--- config.mk ---
export PLATFORM = sky130hd
export DESIGN_NAME = ssd_scan_flat
export DESIGN_NICKNAME = d
export VERILOG_FILES = /design/src/rtl/ssd_pkg.sv /design/src/rtl/ssd_scan_if.sv /design/src/rtl/binary_to_segment.sv /design/src/rtl/ssd_scan.sv /design/src/flat_wrapper.sv
export SDC_FILE = /design/constraint.sdc
export NUM_CORES = 1
export LEC_CHECK = 0
export CAP_MARGIN = 25
export CORE_MARGIN = 1.5
export CORE_UTILIZATION = 55
export CTS_CLUSTER_DIAMETER = 40
export CTS_CLUSTER_SIZE = 40
export DETAILED_ROUTE_END_ITERATION = 8
export PLACE_DENSITY = 0.81
export SETUP_SLACK_MARGIN = 0.1
export SLEW_MARGIN = 20
export SYNTH_ARGS = -nofsm -noshare
export SYNTH_HDL_FRONTEND = slang
export SYNTH_SLANG_ARGS = --single-unit
--- constraint.sdc ---
create_clock -name clk -period 4.44 [get_ports clk]
set_clock_uncertainty 0.15 [all_clocks]
set_input_delay 0.888 -clock clk [delete_from_list [all_inputs] [get_ports clk]]
set_output_delay 0.888 -clock clk [all_outputs]
set_load 0.05 [all_outputs]
--- src/rtl/ssd_pkg.sv ---
// ssd_pkg: display codes and segment constants shared by the scan driver and the lock FSM
package ssd_pkg;
  typedef logic [4:0] ssd_code_t;
  localparam ssd_code_t SSD_BLANK = 5'h10;
  localparam ssd_code_t SSD_C = 5'h11;
  localparam ssd_code_t SSD_L = 5'h12;
  localparam ssd_code_t SSD_TIRE = 5'h13;
  localparam ssd_code_t SSD_P = 5'h14;
  localparam ssd_code_t SSD_E = 5'h15;
  localparam ssd_code_t SSD_N = 5'h16;
  localparam ssd_code_t SSD_U = 5'h17;
  localparam ssd_code_t SSD_O = 5'h18;
  localparam logic [6:0] SEG_BLANK = 7'h7F;
endpackage

--- src/rtl/ssd_scan_if.sv ---
// ssd_scan_if: display word, masks and pin outputs between the lock FSM side and the scan driver
interface ssd_scan_if;
  logic [19:0] ssd;
  logic [3:0] blink_mask;
  logic blink_rst;
  logic [3:0] dp_mask;
  logic [6:0] seg;
  logic [3:0] an;
  logic dp;
  modport master (output ssd, blink_mask, blink_rst, dp_mask, input seg, an, dp);
  modport slave (input ssd, blink_mask, blink_rst, dp_mask, output seg, an, dp);
endinterface

--- src/rtl/binary_to_segment.sv ---
// binary_to_segment: 5-bit display code to active-low {g,f,e,d,c,b,a} segments
module binary_to_segment
  import ssd_pkg::*;
(
  input  ssd_code_t  code_i,
  output logic [6:0] seg_o
);
  always_comb begin
    seg_o = SEG_BLANK;
    case (code_i)
      5'h00: seg_o = 7'b1000000;
      5'h01: seg_o = 7'b1111001;
      5'h02: seg_o = 7'b0100100;
      5'h03: seg_o = 7'b0110000;
      5'h04: seg_o = 7'b0011001;
      5'h05: seg_o = 7'b0010010;
      5'h06: seg_o = 7'b0000010;
      5'h07: seg_o = 7'b1111000;
      5'h08: seg_o = 7'b0000000;
      5'h09: seg_o = 7'b0010000;
      5'h0A: seg_o = 7'b0001000;
      5'h0B: seg_o = 7'b0000011;
      5'h0C: seg_o = 7'b1000110;
      5'h0D: seg_o = 7'b0100001;
      5'h0E: seg_o = 7'b0000110;
      5'h0F: seg_o = 7'b0001110;
      SSD_C: seg_o = 7'b1000110;
      SSD_L: seg_o = 7'b1000111;
      SSD_TIRE: seg_o = 7'b0111111;
      SSD_P: seg_o = 7'b0001100;
      SSD_E: seg_o = 7'b0000110;
      SSD_N: seg_o = 7'b0101011;
      SSD_U: seg_o = 7'b1000001;
      SSD_O: seg_o = 7'b1000000;
      default: seg_o = SEG_BLANK;
    endcase
  end
endmodule

--- src/rtl/ssd_scan.sv ---
// ssd_scan: four-digit multiplexed seven-segment driver with per-digit blink; SSD_DP_EN adds decimal points
module ssd_scan
  import ssd_pkg::*;
#(
  parameter int REFRESH_DIV = 100000,
  parameter int BLINK_DIV = 50000000
) (
  input logic clk,
  input logic rst,
  ssd_scan_if.slave bus
);
  localparam int RW = $clog2(REFRESH_DIV);
  localparam int BW = $clog2(BLINK_DIV);
  logic [RW-1:0] rcnt_q, rcnt_d;
  logic [BW-1:0] bcnt_q, bcnt_d;
  logic [1:0] idx_q, idx_d;
  logic phase_q, phase_d;
  logic [3:0] an_q, an_d;
  logic [6:0] seg_q, seg_d, glyph;
  logic [3:0][4:0] codes;
  ssd_code_t code;
  logic r_tc, b_tc, blank;
  assign codes = bus.ssd;
  assign code = codes[idx_q];
  binary_to_segment u_dec (.code_i(code), .seg_o(glyph));
  // blink_rst wins over the blink terminal count so the phase restarts cleanly
  always_comb begin
    r_tc = rcnt_q == RW'(REFRESH_DIV - 1);
    b_tc = bcnt_q == BW'(BLINK_DIV - 1);
    rcnt_d = r_tc ? '0 : rcnt_q + 1'b1;
    idx_d = r_tc ? idx_q + 2'd1 : idx_q;
    bcnt_d = (bus.blink_rst || b_tc) ? '0 : bcnt_q + 1'b1;
    phase_d = bus.blink_rst ? 1'b1 : phase_q ^ b_tc;
    blank = bus.blink_mask[idx_q] & ~phase_q;
    an_d = ~(4'b1 << idx_q);
    seg_d = blank ? SEG_BLANK : glyph;
  end
  always_ff @(posedge clk) begin
    if (!rst) begin
      rcnt_q <= '0;
      idx_q <= '0;
      bcnt_q <= '0;
      phase_q <= 1'b1;
      an_q <= 4'b1111;
      seg_q <= SEG_BLANK;
    end else begin
      rcnt_q <= rcnt_d;
      idx_q <= idx_d;
      bcnt_q <= bcnt_d;
      phase_q <= phase_d;
      an_q <= an_d;
      seg_q <= seg_d;
    end
  end
  assign bus.an = an_q;
  assign bus.seg = seg_q;
`ifdef SSD_DP_EN
  logic dp_q;
  always_ff @(posedge clk) begin
    if (!rst) dp_q <= 1'b1;
    else dp_q <= blank | ~bus.dp_mask[idx_q];
  end
  assign bus.dp = dp_q;
`else
  assign bus.dp = 1'b1;
`endif
endmodule

--- src/flat_wrapper.sv ---
// flat-port wrapper written by rule: the top's interface ports become plain ports
module ssd_scan_flat import ssd_pkg::*;
#(
  parameter int REFRESH_DIV = 100000,
  parameter int BLINK_DIV = 50000000
)
  (clk, rst, bus_ssd, bus_blink_mask, bus_blink_rst, bus_dp_mask, bus_seg, bus_an, bus_dp);
  ssd_scan_if bus_i ();
  input logic clk;
  input logic rst;
  input wire logic [$bits(bus_i.ssd)-1:0] bus_ssd;
  input wire logic [$bits(bus_i.blink_mask)-1:0] bus_blink_mask;
  input wire logic [$bits(bus_i.blink_rst)-1:0] bus_blink_rst;
  input wire logic [$bits(bus_i.dp_mask)-1:0] bus_dp_mask;
  output wire logic [$bits(bus_i.seg)-1:0] bus_seg;
  output wire logic [$bits(bus_i.an)-1:0] bus_an;
  output wire logic [$bits(bus_i.dp)-1:0] bus_dp;
  assign bus_i.ssd = bus_ssd;
  assign bus_i.blink_mask = bus_blink_mask;
  assign bus_i.blink_rst = bus_blink_rst;
  assign bus_i.dp_mask = bus_dp_mask;
  assign bus_seg = bus_i.seg;
  assign bus_an = bus_i.an;
  assign bus_dp = bus_i.dp;
  ssd_scan #(.REFRESH_DIV(REFRESH_DIV), .BLINK_DIV(BLINK_DIV)) u_core (.clk(clk), .rst(rst), .bus(bus_i));
endmodule
### Yosys cells after proc, flatten, opt, wreduce, memory -nomap -nowiden

Memories as Yosys holds them, arrays and structs flattened. A register that Yosys moved wholly into a read port is not among the register bits.
Cells that the tools add are included.

* memory bits (read-only): 224
* logic and storage cells: 27
* bits in writable memories: 0
* register bits after elaboration: 50
* input bits: 31
* output and inout bits: 12
* latch bits: 0
* memories kept: 1

Memories
* (name not given): words 32, bits a word 7, rd ports 1, clocked after Yosys merged registers in 1, write ports 0, line binary_to_segment.sv:10 `case (code_i)`

* shift-type cells: 1
* divide/modulo/power cells: 0
* bitwise logic cells: 5
* $lt $le $gt $ge: 1
* $add $sub $neg: 3
* muxes and demuxes: 4
* multipliers: 0
* reductions and logical operators: 5
* eq/ne operators: 2

Operator list (number)
* $add A26 B1 Y26 const B: 1
* $eq A26 B26 Y1 const B: 1
* $add A17 B1 Y17 const B: 1
* $eq A17 B17 Y1 const B: 1
* $bmux W5 S2: 1
* $reduce_or A2 Y1: 4
* $mux W5: 1
* $not A4 Y4: 1
* $shl A1 B2 Y4 const A: 1
* $lt A2 B3 Y1 const B: 1
* $add A2 B1 Y2 const B: 1
* $bmux W1 S2: 1
* $not A1 Y1: 2
* $and A1 B1 Y1: 1
* $logic_or A1 B1 Y1: 1
* $mux W1: 1
* $xor A1 B1 Y1: 1

### Depth between registers and ports, before layout

Gate-level depths: netlist (run 1).

* word-level depth: 4
* mapped depth: 8
* gate-level depth less buffers: 6

### By module

A second synthesis (run 1) with hierarchy kept.

* cell total of the unflattened synthesis: 344
* area, all modules: 3074.2 um^2

Modules (own cells, without submodules)
* ssd_scan: cells each 282, instances 1, area an instance 2601.2 um^2, seq. area each 1141.1 um^2
* binary_to_segment: cells each 62, instances 1, area an instance 473.0 um^2, seq. area each 0.0 um^2

### Worst setup path after synthesis (run 1)

No wires, ideal clock.

* path kind: input -> register
* start: input port bus_ssd[16]
* end: register u_core.seg_q[5], in the netlist u_core.bus.seg[5]
* buffers on the path: 0
* library setup time: 0.143 ns
* slack: 1.950 ns
* cell stages on the path: 5
* arrival time: 2.198 ns
* required time: 4.147 ns
* path through: mux4_2 > ha_1 > mux2_1 > a21oi_1 > o221ai_1

* longest elaborated chain between the ends: 2

RTL lines
* start: declaration: line flat_wrapper.sv:11 `input wire logic [$bits(bus_i.ssd)-1:0] bus_ssd;`
* $bmux W5 S2: line ssd_scan.sv:24 `assign code = codes[idx_q];`
* $mux W5 (implied by the code): line ssd_scan.sv:24
* end: declaration: line ssd_scan.sv:19 `logic [6:0] seg_q, seg_d, glyph;`

No other way between the ends. The select of a mux whose other input is x is not followed.
A chain may end at the register's enable or synchronous reset.

### Worst setup path in the final report (run 1)

* start: input port bus_ssd[10]
* end: register u_core.seg_q[3], in the netlist u_core.bus.seg[3]

The elaborated chain is that of the path after synthesis.

==> impl_metrics.tcl, run 1 <==
set metrics [dict create \
    status "finished, final reports clean" \
    yosysWarnings 0 \
    timing.rr.start "u_core.bcnt_q[0]" \
    vias 2316 \
    fp.coreArea_sq_mm 0.00517 \
    power.total_mw 1.17 \
    die_w_um 76.6 \
    synth_top_area_share_pct 38.3 \
    critPathCaptureType "flip-flop" \
    insertion_delay_ns 0.33 \
    synthToLayoutAreaGrowth_pct 19.8 \
    rows 26 \
    hold_end "u_core.bcnt_q[0]" \
    min_path_type "reg -> reg" \
    place.port_buffers 37 \
    worstMarginPinSlew_ns 0.794 \
    grt_pass1_vias 2351 \
    syn_area_per_cell_sq_um 9.45 \
    hold_buffers 0 \
    seq_area_sq_mm 0.00114 \
    final_nets 396 \
    tns_ns 0 \
    syn_inst 315 \
    timing.fmax_mhz 368 \
    r2r_setup_slack_ns 1.89 \
    synth_area_sq_mm 0.00298 \
    dpl.hpwl_um 4080 \
    ff2ff_path_depth 6 \
    post_cts_buffers 0 \
    slew_violations 0 \
    hold_violations 0 \
    critPathRequiredTime_ns 4.51 \
    diodes 0 \
    ys_seq_area_share_pct 38.3 \
    clockBufferDepth 2 \
    fin_util_pct 68.9 \
    final_cell_mix "dfxtp_1, nor2_1, clkdlybuf4s50_1" \
    hold_start "u_core.bcnt_q[0]" \
    h-tree-depth 3 \
    wl_per_cell_um 13.8 \
    grt_start_max_net_pins 26 \
    clock_sinks 57 \
    slew_headroom_pct 47.0 \
    grtUsageTotal_pct 22.6 \
    min_path_cells 1 \
    drt-total-wl_um 5890 \
    cts-root-buf "clkbuf_8" \
    fin_crit_ns 2.72 \
    grt_pass1_wl_um 10400 \
    multi_input_area_sq_mm 0.00171 \
    p_per_area_mw_per_mm2 328 \
    drt_first_pass_iters 4 \
    ys_types 51 \
    crit_fanout 6 \
    post_cts_resized 0 \
    synth_area_leaders "dfxtp_1, xor2_1, nor2_1, ha_1, mux4_2" \
    maxCapViolations 0 \
    synth_seq_cells 57 \
    fill_cells 388 \
    gr-total-overflow 0 \
    pre_cts_ws_ns 1.36 \
    p_leak_nw 1.35 \
    synth_edf_count 0 \
    fin_ws_ns 1.72 \
    gp_congestion 0.880 \
    vdd_drop_max_mv 0.209 \
    drtIter0Drc 95 \
    die_h_um 76.6 \
    final_common_cell "dfxtp_1" \
    yosysTopAreaCell "dfxtp_1" \
    drc 0 \
    worstSetupPathType "in -> reg" \
    setup_violations 0 \
    rsz0062_at_grt "no" \
    synth_nets 360 \
    numCtsBuffers 9 \
    initial_core_util_pct 57.5 \
    synth_ff_type "dfxtp_1" \
    clkSlewWorstSetupHoldPaths_ns 0.06 \
    ant_nets 0 \
    ios 43 \
    arrival_ns 2.79 \
    drive_gt1_share_pct 7.58 \
    min_period_over_period_pct 61.3 \
    drt-vias-per-instance 5.44 \
    synthArstFlopShare_pct 0 \
    antenna_found_initial 0 \
    fp.dieArea_sq_mm 0.00586 \
    cts_tree "built" \
    start_kind "primary input" \
    rr_endpoint "u_core.bcnt_q[5]" \
]
-- how the worst max path moves through the flow --
stage / startpoint / endpoint / slack, ns / cells past startpoint
after CTS: bus_ssd[10] / u_core.bus.seg[3] / 1.72 / 7
after global routing: bus_ssd[11] / u_core.bus.seg[5] / 1.52 / 7
final: bus_ssd[10] / u_core.bus.seg[3] / 1.72 / 7
after floorplan: bus_ssd[16] / u_core.bus.seg[5] / 1.95 / 5
after global placement: bus_ssd[16] / u_core.bus.seg[3] / 1.38 / 7
after detailed placement: bus_ssd[16] / u_core.bus.seg[3] / 1.36 / 7
-- final cells by class --
cell class                      instances  share of cell area, %
Clock buffer                           11                   3.68
Tap cell                               70                   2.46
Timing Repair Buffer                   37                   10.4
Sequential cell                        57                   32.0
Inverter                               12                   1.26
Multi-Input combinational cell        234                   48.0
Clock inverter                          5                   2.25
-- flip-flops by register name, summed over array words and instances (netlist names) --
name and flops:
u_core.bcnt_q 26, u_core.rcnt_q 17, u_core.bus.seg 7, u_core.bus.an 4, u_core.idx_q 2, u_core.phase_q 1
-- report_power, final --
group | total [mW] | internal [mW] | switching [mW]
logic | 0.123 | 0.0568 | 0.0662
clock network | 0.520 | 0.315 | 0.205
registers | 0.525 | 0.521 | 0.00443
total | 1.17 | 0.892 | 0.276
-- stage by stage --
step	area, sq um	hold WS (ns)	cells
after floorplan	2980	0.276	315
final	3570	0.313	426
after global placement	3350	0.293	410
after global routing	3570	0.352	426
after detailed placement	3350	0.302	410
after CTS	3570	0.317	426
-- cell families after synthesis --
| logic type | share of synthesized area, % |
|---|---|
| multiplexers | 8.74 |
| AND/OR/NAND/NOR | 23.6 |
| other | 0.126 |
| buffers and inverters | 4.20 |
| AO/OA/AOI/OAI | 5.89 |
| XOR/XNOR | 13.2 |
| flip-flops | 38.3 |
| adder cells (fa/ha/maj) | 5.88 |
-- synth_stat cells, types with 2 or more instances --
master    instances
and4_1            4
o21ai_0           2
dfxtp_1          57
mux4_2            7
nor2b_1           5
nand3b_1          4
xor2_1           32
xnor2_1          13
a32oi_1           2
buf_4             5
nand3_1          20
a21oi_1           4
a21o_1            3
nand2b_1          2
nor2_1           47
and3_1            9
nand4_1           8
clkbuf_1          4
nor4_1            2
mux2i_1           5
nor3_1            6
buf_6             2
inv_1            11
ha_1             14
nand2_1          19
and2_1            3
-- per-layer routing --
metal  track usage [%]  vias up  wire length [um]
met5                 0        -                 0
met2              38.8       42              2930
met4              13.3        0               192
met3              5.39       20               172
met1              25.3     1093              2590
li1                  -     1161                 -
-- critical path, cell delays in order --
cell             delay [ns]
clkdlybuf4s50_1        0.42
mux4_2                 0.56
inv_1                  0.18
ha_1                   0.24
a21boi_1               0.12
nand2b_1               0.19
o32a_1                 0.19
Power figures use the tool's default switching activity.
==> run 2: changes to the inputs <==
Settings changed: CORE_UTILIZATION 55 to 54, PLACE_DENSITY 0.81 to 0.79.
Clock period 4.44 ns to 2.6 ns, I/O delays scaled along.
==> impl_metrics.tcl, run 2 (synthesis gave the netlist of run 1 again) <==
set metrics [dict create \
    status "finished, final reports clean" \
    numCtsBuffers 9 \
    cts-root-buf "clkbuf_8" \
    h-tree-depth 3 \
    ff2ff_path_depth 5 \
    start_kind "primary input" \
    top_usage_layer "met2" \
    grt_start_max_net_pins 20 \
    place.port_buffers 37 \
    gp_congestion 0.820 \
    final_common_cell "dfxtp_1" \
    cts_tree "built" \
    use_met2_pct 38.9 \
    largest_reg_flops 26 \
    hold_end "u_core.bcnt_q[0]" \
    final_cell_mix "dfxtp_1, nor2_1, clkdlybuf4s50_1" \
    met3_usage_pct 7.50 \
    critPathRequiredTime_ns 2.65 \
    p_clk_share_pct 38.9 \
    final_nets 416 \
    setup_violations 0 \
    synthToLayoutAreaGrowth_pct 23.6 \
    r2r_setup_slack_ns 0.35 \
    rr_endpoint "u_core.bus.seg[5]" \
    fp.coreArea_sq_mm 0.00520 \
    arrival_ns 2.38 \
    grtUsageTotal_pct 22.8 \
    ant_nets 0 \
    slew_violations 0 \
    crit_fanout 7 \
    hold_violations 0 \
    fin_util_pct 70.7 \
    dpl.hpwl_um 4460 \
    ios 43 \
    place_area_sq_mm 0.00350 \
    hold_start "u_core.bcnt_q[0]" \
    min_period_over_period_pct 89.5 \
    diodes 0 \
    rows 26 \
    stdcell_area_sq_mm 0.00368 \
    gr-total-overflow 0 \
    grt_pass1_wl_um 10600 \
    regMostFlops "u_core.bcnt_q" \
    fp.dieArea_sq_mm 0.00597 \
    p_per_area_mw_per_mm2 504 \
    post_cts_resized 0 \
    grt_use_met1_pct 27.1 \
    wl_per_cell_um 13.6 \
    worstSetupPathType "in -> reg" \
    switching_share_pct 24.6 \
    drt-total-wl_um 6080 \
    post_cts_buffers 0 \
    vdd_drop_max_mv 0.477 \
    antenna_found_initial 0 \
    die_w_um 77.2 \
    drtIter0Drc 107 \
    power.share.combinational_pct 12.7 \
    rsz0062_at_grt "no" \
    clkSlewWorstSetupHoldPaths_ns 0.06 \
    insertion_delay_ns 0.33 \
    p_seq_share_pct 48.4 \
    drc 0 \
    p_switching_mw 0.456 \
    min_path_type "reg -> reg" \
    grt_pass1_vias 2349 \
    clockBufferDepth 2 \
    initial_core_util_pct 57.2 \
    p_int_mw 1.40 \
    drive_gt1_share_pct 12.8 \
    vias 2382 \
    hold_buffers 0 \
    timing.fmax_mhz 430 \
    fill_cells 407 \
    critPathCaptureType "flip-flop" \
    drt_first_pass_iters 4 \
    drt-vias-per-instance 5.34 \
    fin_crit_ns 2.33 \
    maxCapViolations 0 \
    p_leak_nw 1.44 \
    worstMarginPinSlew_ns 0.624 \
    slew_headroom_pct 58.3 \
    clock_sinks 57 \
    min_path_cells 1 \
    timing.rr.start "u_core.idx_q[0]" \
    die_h_um 77.2 \
]
-- run 2: cell count changes in the layout (fill, tap and decap cells not counted), sizes merged --
cell / previous run / this run
clkbuf: 11 / 13
clkinv: 1 / 3
bufinv: 2 / 0
clkinvlp: 2 / 0
buf: 0 / 20
-- run 2: power by group through the flow --
stage	clock (mW)	sequential [mW]	combinational [mW]
global placement	0	0.916	0.228
global route	0.783	0.898	0.252
CTS	0.742	0.897	0.234
detailed placement	0	0.916	0.233
floorplan	0	0.952	0.0974
finish	0.721	0.897	0.235
-- run 2: metrics by stage --
stage,hold slack [ns],power [mW],setup TNS (ns),instances,setup WS [ns]
after global placement,0.293,1.14,-0.0407,430,-0.0206
after detailed placement,0.304,1.15,-0.192,430,-0.0785
after floorplan,0.276,1.05,0,315,0.451
after CTS,0.332,1.87,0,446,0.199
after global routing,0.337,1.93,0,446,0.174
final,0.332,1.85,0,446,0.272
-- run 2: worst max-delay path by stage --
stage          slack, ns  cells after the start            start           endpoint
2_1_floorplan       0.45                      6  u_core.idx_q[0]  u_core.bus.seg[5]
3_3_place_gp       -0.02                      6      bus_ssd[16]  u_core.bus.seg[5]
3_5_place_dp       -0.08                      6      bus_ssd[11]  u_core.bus.seg[5]
4_1_cts             0.20                      5  u_core.idx_q[0]  u_core.bus.seg[5]
5_1_grt             0.17                      7      bus_ssd[11]  u_core.bus.seg[3]
6_report            0.27                      6      bus_ssd[11]  u_core.bus.seg[5]
-- run 2: per-layer routing --
metal / vias up / part of all wire, %
met5: - / 0
met4: 0 / 1.1
met3: 6 / 3.4
met2: 41 / 49
met1: 1133 / 46
li1: 1202 / -
-- run 2: layout make-up --
class	count	area, sq um	share of cell area (%)
Timing Repair Buffer	57	520	14.1
Inverter	12	45.0	1.22
Sequential cell	57	1140	31.0
Clock buffer	13	159	4.32
Clock inverter	3	15.0	0.408
Tap cell	70	87.6	2.38
Multi-Input combinational cell	234	1710	46.5
-- run 2: worst max-delay path, cell delays in order --
cell,delay [ns]
clkdlybuf4s50_1,0.42
mux4_2,0.56
ha_1,0.29
mux2_1,0.29
a21oi_1,0.16
o221ai_1,0.14
